**config.mk**
```make
export PLATFORM = sky130hd
export DESIGN_NAME = rally_ctrl_flat
export DESIGN_NICKNAME = d
export VERILOG_FILES = /design/src/rtl/rally_pkg.sv /design/src/rtl/rally_ctrl_if.sv /design/src/rtl/edge_det.sv /design/src/rtl/rally_ctrl.sv /design/src/flat_wrapper.sv
export SDC_FILE = /design/constraint.sdc
export NUM_CORES = 1
export LEC_CHECK = 0
export CORE_MARGIN = 10
export CORE_UTILIZATION = 40
export CTS_CLUSTER_SIZE = 40
export DETAILED_ROUTE_END_ITERATION = 16
export PLACE_DENSITY = 0.66
export REMOVE_ABC_BUFFERS = 1
export SYNTH_ARGS = -nofsm -noshare
export SYNTH_HDL_FRONTEND = slang
export SYNTH_SLANG_ARGS = --single-unit
export TNS_END_PERCENT = 5
```
**constraint.sdc**
```tcl
create_clock -name clk -period 6.3 [get_ports clk]
set_input_delay 1.89 -clock clk [delete_from_list [all_inputs] [get_ports clk]]
set_output_delay 1.89 -clock clk [all_outputs]
set_load 0.05 [all_outputs]
```
**src/rtl/rally_pkg.sv**
```systemverilog
// Shared types and constants for the rally controller: FSM encoding, court
// geometry and serve-state codes from the scorer.
package rally_pkg;

  typedef enum logic [1:0] {
    IDLE   = 2'd0,
    SERVE  = 2'd1,
    FLIGHT = 2'd2,
    POINT  = 2'd3
  } rally_state_e;

  localparam int         N_POS     = 16;
  localparam logic [1:0] ST_P1     = 2'd0;
  localparam logic [1:0] ST_P2     = 2'd1;
  localparam logic [1:0] ST_IDLE   = 2'd2;
  localparam logic [1:0] SPEED_MAX = 2'd3;

  // Codes 2 and 3 both mean the scorer has no serve pending.
  function automatic logic is_serve(input logic [1:0] st);
    return (st == ST_P1) || (st == ST_P2);
  endfunction

endpackage

```
**src/rtl/rally_ctrl_if.sv**
```systemverilog
// Scorer/player-facing signal bundle of the rally controller.
interface rally_ctrl_if;
  import rally_pkg::*;

  logic [1:0] st;
  logic       toIDLE;
  logic       kick;
  logic       hit1;
  logic       hit2;
  logic       win1;
  logic       win2;
  logic [3:0] ball_pos;
  logic       ball_dir;
  logic       busy;

  modport master (
    output st, toIDLE, kick, hit1, hit2,
    input  win1, win2, ball_pos, ball_dir, busy
  );

  modport slave (
    input  st, toIDLE, kick, hit1, hit2,
    output win1, win2, ball_pos, ball_dir, busy
  );

endinterface

```
**src/rtl/edge_det.sv**
```systemverilog
// Two-flop rising-edge detector for raw button levels; the pulse is a
// combination of registered history only.
module edge_det (
  input  logic clk,
  input  logic reset,
  input  logic d_i,
  output logic rise_o
);

  logic [1:0] hist_q;

  always_ff @(posedge clk) begin
    if (!reset) begin
      hist_q <= 2'b00;
    end else begin
      hist_q <= {hist_q[0], d_i};
    end
  end

  assign rise_o = hist_q[0] & ~hist_q[1];

endmodule

```
**src/rtl/rally_ctrl.sv**
```systemverilog
// Rally controller: serves the ball, steps it across a 16-position court,
// accepts paddle hits near each end and reports misses to the scorer.
module rally_ctrl
  import rally_pkg::*;
#(
  parameter int TICK_DIV = 8,
  parameter int HIT_WIN  = 2,
  parameter int HOLD     = 16
) (
  input  logic       clk,
  input  logic       reset,
  rally_ctrl_if.slave bus
);

  localparam int TW = $clog2(TICK_DIV + 1);
  localparam int HW = $clog2(HOLD + 1);
  localparam logic [3:0] LO_EDGE = 4'(HIT_WIN - 1);
  localparam logic [3:0] HI_EDGE = 4'(N_POS - HIT_WIN);

  rally_state_e   state_q;
  logic [3:0]     ball_pos_q;
  logic           ball_dir_q;
  logic [1:0]     speed_q;
  logic [TW-1:0]  tick_cnt_q;
  logic [HW-1:0]  hold_cnt_q;
  logic           win1_q;
  logic           win2_q;
  logic           busy_q;

  logic [2:0] btn_raw;
  logic [2:0] btn_rise;
  logic       kick_rise;
  logic       hit_ok;
  logic       tick;
  logic [TW-1:0] period;

  assign btn_raw = {bus.hit2, bus.hit1, bus.kick};

  generate
    for (genvar gi = 0; gi < 3; gi++) begin : g_btn
      edge_det u_edge (
        .clk    (clk),
        .reset  (reset),
        .d_i    (btn_raw[gi]),
        .rise_o (btn_rise[gi])
      );
    end
  endgenerate

  assign kick_rise = btn_rise[0];

  // Only the paddle facing the incoming ball is evaluated.
  assign hit_ok = ball_dir_q ? (btn_rise[2] && (ball_pos_q >= HI_EDGE))
                             : (btn_rise[1] && (ball_pos_q <= LO_EDGE));

  always_comb begin
    period = TW'(TICK_DIV >> speed_q);
    if (period == '0) begin
      period = TW'(1);
    end
  end

  assign tick = (tick_cnt_q == period - 1'b1);

  always_ff @(posedge clk) begin
    if (!reset) begin
      state_q    <= IDLE;
      ball_pos_q <= 4'd0;
      ball_dir_q <= 1'b0;
      speed_q    <= 2'd0;
      tick_cnt_q <= '0;
      hold_cnt_q <= '0;
      win1_q     <= 1'b0;
      win2_q     <= 1'b0;
      busy_q     <= 1'b0;
    end else begin
      win1_q <= 1'b0;
      win2_q <= 1'b0;
      if (bus.toIDLE) begin
        state_q    <= IDLE;
        ball_pos_q <= 4'd0;
        ball_dir_q <= 1'b0;
        speed_q    <= 2'd0;
        tick_cnt_q <= '0;
        hold_cnt_q <= '0;
        busy_q     <= 1'b0;
      end else begin
        case (state_q)
          IDLE: begin
            if (is_serve(bus.st)) begin
              state_q    <= SERVE;
              busy_q     <= 1'b1;
              ball_pos_q <= (bus.st == ST_P1) ? 4'd0 : 4'(N_POS - 1);
              ball_dir_q <= (bus.st == ST_P1);
              speed_q    <= 2'd0;
            end
          end
          SERVE: begin
            if (!is_serve(bus.st)) begin
              state_q <= IDLE;
              busy_q  <= 1'b0;
            end else if (kick_rise) begin
              state_q    <= FLIGHT;
              tick_cnt_q <= '0;
            end
          end
          FLIGHT: begin
            // An accepted hit outranks a coincident tick, including a miss tick.
            if (hit_ok) begin
              ball_dir_q <= ~ball_dir_q;
              speed_q    <= (speed_q == SPEED_MAX) ? speed_q : speed_q + 2'd1;
              tick_cnt_q <= '0;
            end else if (tick) begin
              tick_cnt_q <= '0;
              if (!ball_dir_q && ball_pos_q == 4'd0) begin
                win2_q     <= 1'b1;
                state_q    <= POINT;
                hold_cnt_q <= '0;
              end else if (ball_dir_q && ball_pos_q == 4'(N_POS - 1)) begin
                win1_q     <= 1'b1;
                state_q    <= POINT;
                hold_cnt_q <= '0;
              end else begin
                ball_pos_q <= ball_dir_q ? ball_pos_q + 4'd1 : ball_pos_q - 4'd1;
              end
            end else begin
              tick_cnt_q <= tick_cnt_q + 1'b1;
            end
          end
          POINT: begin
            if (hold_cnt_q == HW'(HOLD - 1)) begin
              if (is_serve(bus.st)) begin
                state_q    <= SERVE;
                ball_pos_q <= (bus.st == ST_P1) ? 4'd0 : 4'(N_POS - 1);
                ball_dir_q <= (bus.st == ST_P1);
                speed_q    <= 2'd0;
              end else begin
                state_q <= IDLE;
                busy_q  <= 1'b0;
              end
            end else begin
              hold_cnt_q <= hold_cnt_q + 1'b1;
            end
          end
          default: begin
            state_q <= IDLE;
            busy_q  <= 1'b0;
          end
        endcase
      end
    end
  end

  assign bus.win1     = win1_q;
  assign bus.win2     = win2_q;
  assign bus.ball_pos = ball_pos_q;
  assign bus.ball_dir = ball_dir_q;
  assign bus.busy     = busy_q;

endmodule

```
**src/flat_wrapper.sv**
```systemverilog
// flat-port wrapper written by rule: the top's interface ports become plain ports
module rally_ctrl_flat import rally_pkg::*;
#(
  parameter int TICK_DIV = 8,
  parameter int HIT_WIN  = 2,
  parameter int HOLD     = 16
)
  (clk, reset, bus_st, bus_toIDLE, bus_kick, bus_hit1, bus_hit2, bus_win1, bus_win2, bus_ball_pos, bus_ball_dir, bus_busy);
  rally_ctrl_if bus_i ();
  input  logic clk;
  input  logic reset;
  input wire logic [$bits(bus_i.st)-1:0] bus_st;
  input wire logic [$bits(bus_i.toIDLE)-1:0] bus_toIDLE;
  input wire logic [$bits(bus_i.kick)-1:0] bus_kick;
  input wire logic [$bits(bus_i.hit1)-1:0] bus_hit1;
  input wire logic [$bits(bus_i.hit2)-1:0] bus_hit2;
  output wire logic [$bits(bus_i.win1)-1:0] bus_win1;
  output wire logic [$bits(bus_i.win2)-1:0] bus_win2;
  output wire logic [$bits(bus_i.ball_pos)-1:0] bus_ball_pos;
  output wire logic [$bits(bus_i.ball_dir)-1:0] bus_ball_dir;
  output wire logic [$bits(bus_i.busy)-1:0] bus_busy;
  assign bus_i.st = bus_st;
  assign bus_i.toIDLE = bus_toIDLE;
  assign bus_i.kick = bus_kick;
  assign bus_i.hit1 = bus_hit1;
  assign bus_i.hit2 = bus_hit2;
  assign bus_win1 = bus_i.win1;
  assign bus_win2 = bus_i.win2;
  assign bus_ball_pos = bus_i.ball_pos;
  assign bus_ball_dir = bus_i.ball_dir;
  assign bus_busy = bus_i.busy;
  rally_ctrl #(.TICK_DIV(TICK_DIV), .HIT_WIN(HIT_WIN), .HOLD(HOLD)) u_core (.clk(clk), .reset(reset), .bus(bus_i));
endmodule
```
======== Yosys cells after proc, flatten, opt, wreduce, memory -nomap -nowiden ========
Cells that the tools add are included.
word-level totals
  flip-flop bits (word level) ............. 27
  bits of input ports ..................... 8
  output and inout port bits .............. 8
  word-level logic and storage cells ...... 123
operators by class
  add/subtract/negate cells ............... 6
  magnitude comparators ................... 2
  eq/ne operators ......................... 21
  shift operators ......................... 1
  mux-type cells .......................... 47
  bitwise gates (word level) .............. 10
  reductions and logical operators ........ 24
operators with widths
  operator                                                            count
  4-bit 2-to-1 mux                                                    13
  5-bit 2-to-1 mux                                                    5
  2-bit 2-to-1 mux                                                    12
  2-bit != test, second input constant                                6
  4-bit case mux with 3 select lines                                  1
  6-bit AND reduction                                                 2
  1-bit 2-to-1 mux                                                    10
  2-bit by 1-bit != test with 1-bit output, second input constant     5
  5-bit case mux with 2 select lines                                  1
  3-bit AND reduction                                                 3
  4-bit by 1-bit adder with 4-bit output, second input constant       2
  4-bit zero test                                                     2
  2-bit case mux with 4 select lines                                  1
  4-bit case mux with 2 select lines                                  1
  4-bit by 1-bit subtractor with 4-bit output, second input constant  2
  1-bit inverter                                                      7
  2-bit == test, second input constant                                3
  1-bit case mux with 3 select lines                                  2
  2-bit case mux with 3 select lines                                  1
  3-bit nonzero test                                                  2
  6-bit OR reduction                                                  1
  5-bit by 1-bit adder with 5-bit output, second input constant       1
  5-bit by 4-bit == test with 1-bit output, second input constant     1
  5-bit AND reduction                                                 1
  other kinds (18)                                                    26

======== Depth between registers and ports, before layout ========
  depth after elaboration ................. 8
  mapped depth ............................ 8
  gate-level depth less buffers ........... 8

======== Hierarchy ========
From an unflattened synthesis, not the netlist that was laid out.
second synthesis, totals
  cells, all modules ...................... 189
  area, all modules ....................... 1606.5 sq um
by module, submodules not included
  module      instances  cells each  area each (sq um)  sequential area each (sq um)
  rally_ctrl  1          174         1407.6             420.4
  edge_det    3          5           66.3               40.0

======== Least setup slack after synthesis ========
OpenSTA, ideal clock, no wires.
  kind .................................... input to register
  start point ............................. input bus_toIDLE
  end point ............................... register u_core.busy_q (netlist: u_core.bus.busy)
  library setup time ...................... 0.128 ns
  arrival time ............................ 2.588 ns
  required time ........................... 6.172 ns
  setup slack ............................. 3.584 ns
  cell stages on the path ................. 4
  buffers on the path ..................... 2
  path through ............................ nand2b_1 > clkbuf_1 > clkbuf_1 > nor2_1
between the ends
  word-level cells in the longest chain between the ends .. 1
ends and longest elaborated chain
  element                              RTL line            text
  start, declared                      flat_wrapper.sv:13  input wire logic [$bits(bus_i.toIDLE)-1:0] bus_toIDLE;
  2-bit OR reduction (no source line)  -
  end signal, assigned                 rally_ctrl.sv:75    busy_q <= 1'b0;
  end signal, assigned                 rally_ctrl.sv:86    busy_q <= 1'b0;
  end signal, assigned                 rally_ctrl.sv:92    busy_q <= 1'b1;
  end, declared                        rally_ctrl.sv:28    logic busy_q;
No other way between the ends.
A chain may end at the register's enable or synchronous reset.

======== Worst setup path after layout ========
  start point ............................. register u_core.ball_dir_q (netlist: u_core.bus.ball_dir)
  end point ............................... output bus_ball_dir
RTL lines
  element                 RTL line            text
  start, declared         rally_ctrl.sv:22    logic ball_dir_q;
  start signal, assigned  rally_ctrl.sv:94    ball_dir_q <= (bus.st == ST_P1);
  start signal, assigned  rally_ctrl.sv:110   ball_dir_q <= ~ball_dir_q;
  start signal, assigned  rally_ctrl.sv:135   ball_dir_q <= (bus.st == ST_P1);
  end, declared           flat_wrapper.sv:20  output wire logic [$bits(bus_i.ball_dir)-1:0] bus_ball_dir;
No word-level cell between the ends.

==> results.toml <==
[floorplan]
die_height_um = 82.1
num_rows = 22
dieWidth_um = 82.1
top_level_ports = 16
core-area_um2 = 3690
dieArea_um2 = 6740
start_util_pct = 41.8

[outcome]
outcome = "finished clean"

[finish]
final_common_cell = "dfxtp_1"
drive_gt1_share_pct = 7.37
diodes = 0
nFillCells = 371
layout.cells.most_common_list = "dfxtp_1, nor2_1, nand2_1, clkdlybuf4s50_1, ha_1"
final_cells = 238
syn_to_final_growth_pct = 14.5
fin_nets = 212

[worst_setup_path]
crit_path_top_delay_cell = "clkdlybuf4s50_1"
end_kind = "output pin"
start_kind = "register"
crit_fanout = 9
cp.arrival_ps = 1700
crit_required_ps = 4410
critPathKind = "reg2out"
path_buf_inv = 1
critPathMaxStageDelay_ps = 880
critical_path.cell_chain = "clkdlybuf4s50_1"
path_delay_family = "buffers and inverters"

[placed_design]
dp_hpwl_um = 2480
dp_cells = 234
gp_congestion = 0.804
io_buffers = 15

[drt]
vias = 1313
wire_per_inst_um = 13.7
drt_first_iter_violations = 54
totalWireLength_um = 3270
postRouteAntennaNets = 0
remaining_drc_errors = 0
viasPerCell = 5.52
dr.pass1.iters = 4

[clocking]
cts_max_level = 1
clockBufferDepth = 2
clkTransAtPathRegs_ps = 90
insertion_delay_ps = 280
cts_resized = 0
root_buffer = "clkbuf_8"
cts_tree = "built"
cts_sinks = 27
numCtsBuffers = 3
post_cts_buffers = 0
cts_hold_buf = 0

[timing]
setup_violations = 0
fmax_ghz = 0.278
rsz0062_at_grt = "no"
slew_headroom_pct = 50.3
period_share_pct = 57.1
timing.final.hold_violations = 0
fin_crit_ps = 3590
drv_slew = 0
worstMarginPinSlew_ps = 746
setup_tns_ps = 0
final.setup_skew_ps = 2.61

[power]
peakVddDrop_mv = 0.0883
p_leak_nw = 0.660
switchingPower_w = 0.0000832
power_density_nw_per_um2 = 181
intPower_w = 0.000236
clkPwrFrac_pct = 31.2
swShare_pct = 26.1
comb_power_share_pct = 12.8
seq_power_share_pct = 56.0
power_w = 0.000319

[yosys]
syn_inst = 177
yosys_warnings = 0
syn_area_per_cell_um2 = 8.71
synth_cell_types = 45
syn_area_um2 = 1540
synth_seq_area_share_pct = 35.1
ys_ff_latch = 27

[global_route]
grt_pass1_vias = 1225
grt_max_degree = 19
antenna_found_initial = 0
grt.total_usage_pct = 10.1
grt_overflow = 0
grt_first_pass_wirelength_um = 5460

[job]
drv_cap = 0

[hold_path]
worstHoldPathType = "reg2reg"
layer usage:
metal  vias to the layer above  track usage (%)  share of wire (%)  wire length, µm
met1                       606             12.6                 46             1500
met3                         5             2.84                6.4              208
met5                         -                0                  0                0
met4                         0             3.57                1.3               44
met2                        45             16.1                 46             1510
li1                        657                -                  -                -
path summary, 6_finish.rpt:
path / to / slack (ps) / cells past startpoint / startpoint
worst min register to register: u_core.g_btn[0].u_edge.hist_q[1] / 460 / 1 / u_core.g_btn[0].u_edge.hist_q[0]
worst max register to register: u_core.tick_cnt_q[3] / 4060 / 8 / u_core.speed_q[0]
worst min-delay path: u_core.g_btn[0].u_edge.hist_q[1] / 460 / 1 / u_core.g_btn[0].u_edge.hist_q[0]
worst max-delay path: bus_ball_dir / 2710 / 1 / u_core.bus.ball_dir
synth_stat cells, drive strengths merged:
cell type,count,share of area [%]
a211o,2,1.1
a211oi,2,0.97
a21bo,1,0.65
a21oi,11,4.3
a22oi,2,0.97
a311oi,2,1.5
a31o,1,0.57
a31oi,3,1.6
a32oi,1,1.8
a41oi,1,0.57
and2,8,3.2
and2b,1,0.65
and3,2,0.81
and4bb,2,1.9
buf,2,1.1
clkbuf,4,1.1
dfxtp,27,35
ha,13,11
inv,7,1.7
mux2i,3,1.9
nand2,16,3.9
nand2b,3,1.2
nand3,8,2.6
nand3b,2,0.97
nand4,3,1.2
nor2,16,3.9
nor2b,4,1.6
nor3,8,3.3
o211a,1,0.65
o21ai,12,3.9
o22ai,1,0.41
o31ai,1,0.49
o41ai,1,0.57
or3,1,0.41
or4,1,0.49
xnor2,2,1.1
xor2,2,1.1
registers in the layout, summed over array words and instances, names as in the netlist, named ones only:
register,count
u_core.hold_cnt_q,5
u_core.g_btn.u_edge.hist_q,6
u_core.tick_cnt_q,4
u_core.bus.busy,1
u_core.state_q,1
u_core.bus.ball_dir,1
u_core.bus.ball_pos,4
u_core.speed_q,2
u_core.bus.win1,1
u_core.bus.win2,1
area by class of cell:
cell class | instances | area, µm² | share of cell area, %
Multi-Input combinational cell | 137 | 942 | 53.4
Sequential cell | 27 | 541 | 30.6
Timing Repair Buffer | 15 | 150 | 8.50
Tap cell | 48 | 60.1 | 3.40
Clock buffer | 3 | 41.3 | 2.34
Inverter | 7 | 26.3 | 1.49
Clock inverter | 1 | 5.00 | 0.283
power groups by stage:
stage / sequential, W / combinational, W / clock [W]
6_report: 0.000179 / 0.0000407 / 0.0000995
2_1_floorplan: 0.000188 / 0.0000207 / 0
5_1_grt: 0.000180 / 0.0000447 / 0.000111
3_5_place_dp: 0.000183 / 0.0000405 / 0
4_1_cts: 0.000179 / 0.0000407 / 0.000104
3_3_place_gp: 0.000182 / 0.0000398 / 0
per-stage QoR:
| step | setup slack (ps) | hold WS, ps | util, % | cell area (µm²) |
|---|---|---|---|---|
| after floorplan | 3600 | 422 | - | 1510 |
| after detailed placement | 2820 | 439 | 46.6 | 1720 |
| after CTS | 2680 | 465 | 47.9 | 1770 |
| after global placement | 2900 | 441 | 46.6 | 1720 |
| final | 2710 | 458 | 47.9 | 1770 |
| after global routing | 2640 | 502 | 47.9 | 1770 |
logic make-up (layout without fill, tap and decap cells):
group                      Yosys count  count (layout)  share of synthesized area, %
muxes                                3               3                          1.95
DFF                                 27              27                          35.1
xor gates and xnor gates             4               4                          2.27
buffers and inverters               13              26                          3.81
AOI/OAI and AO/OA                   42              42                          20.1
adders and majority gates           13              13                          10.6
and+or+nand+nor                     75              75                          26.2
Power figures use the tool's default switching activity.
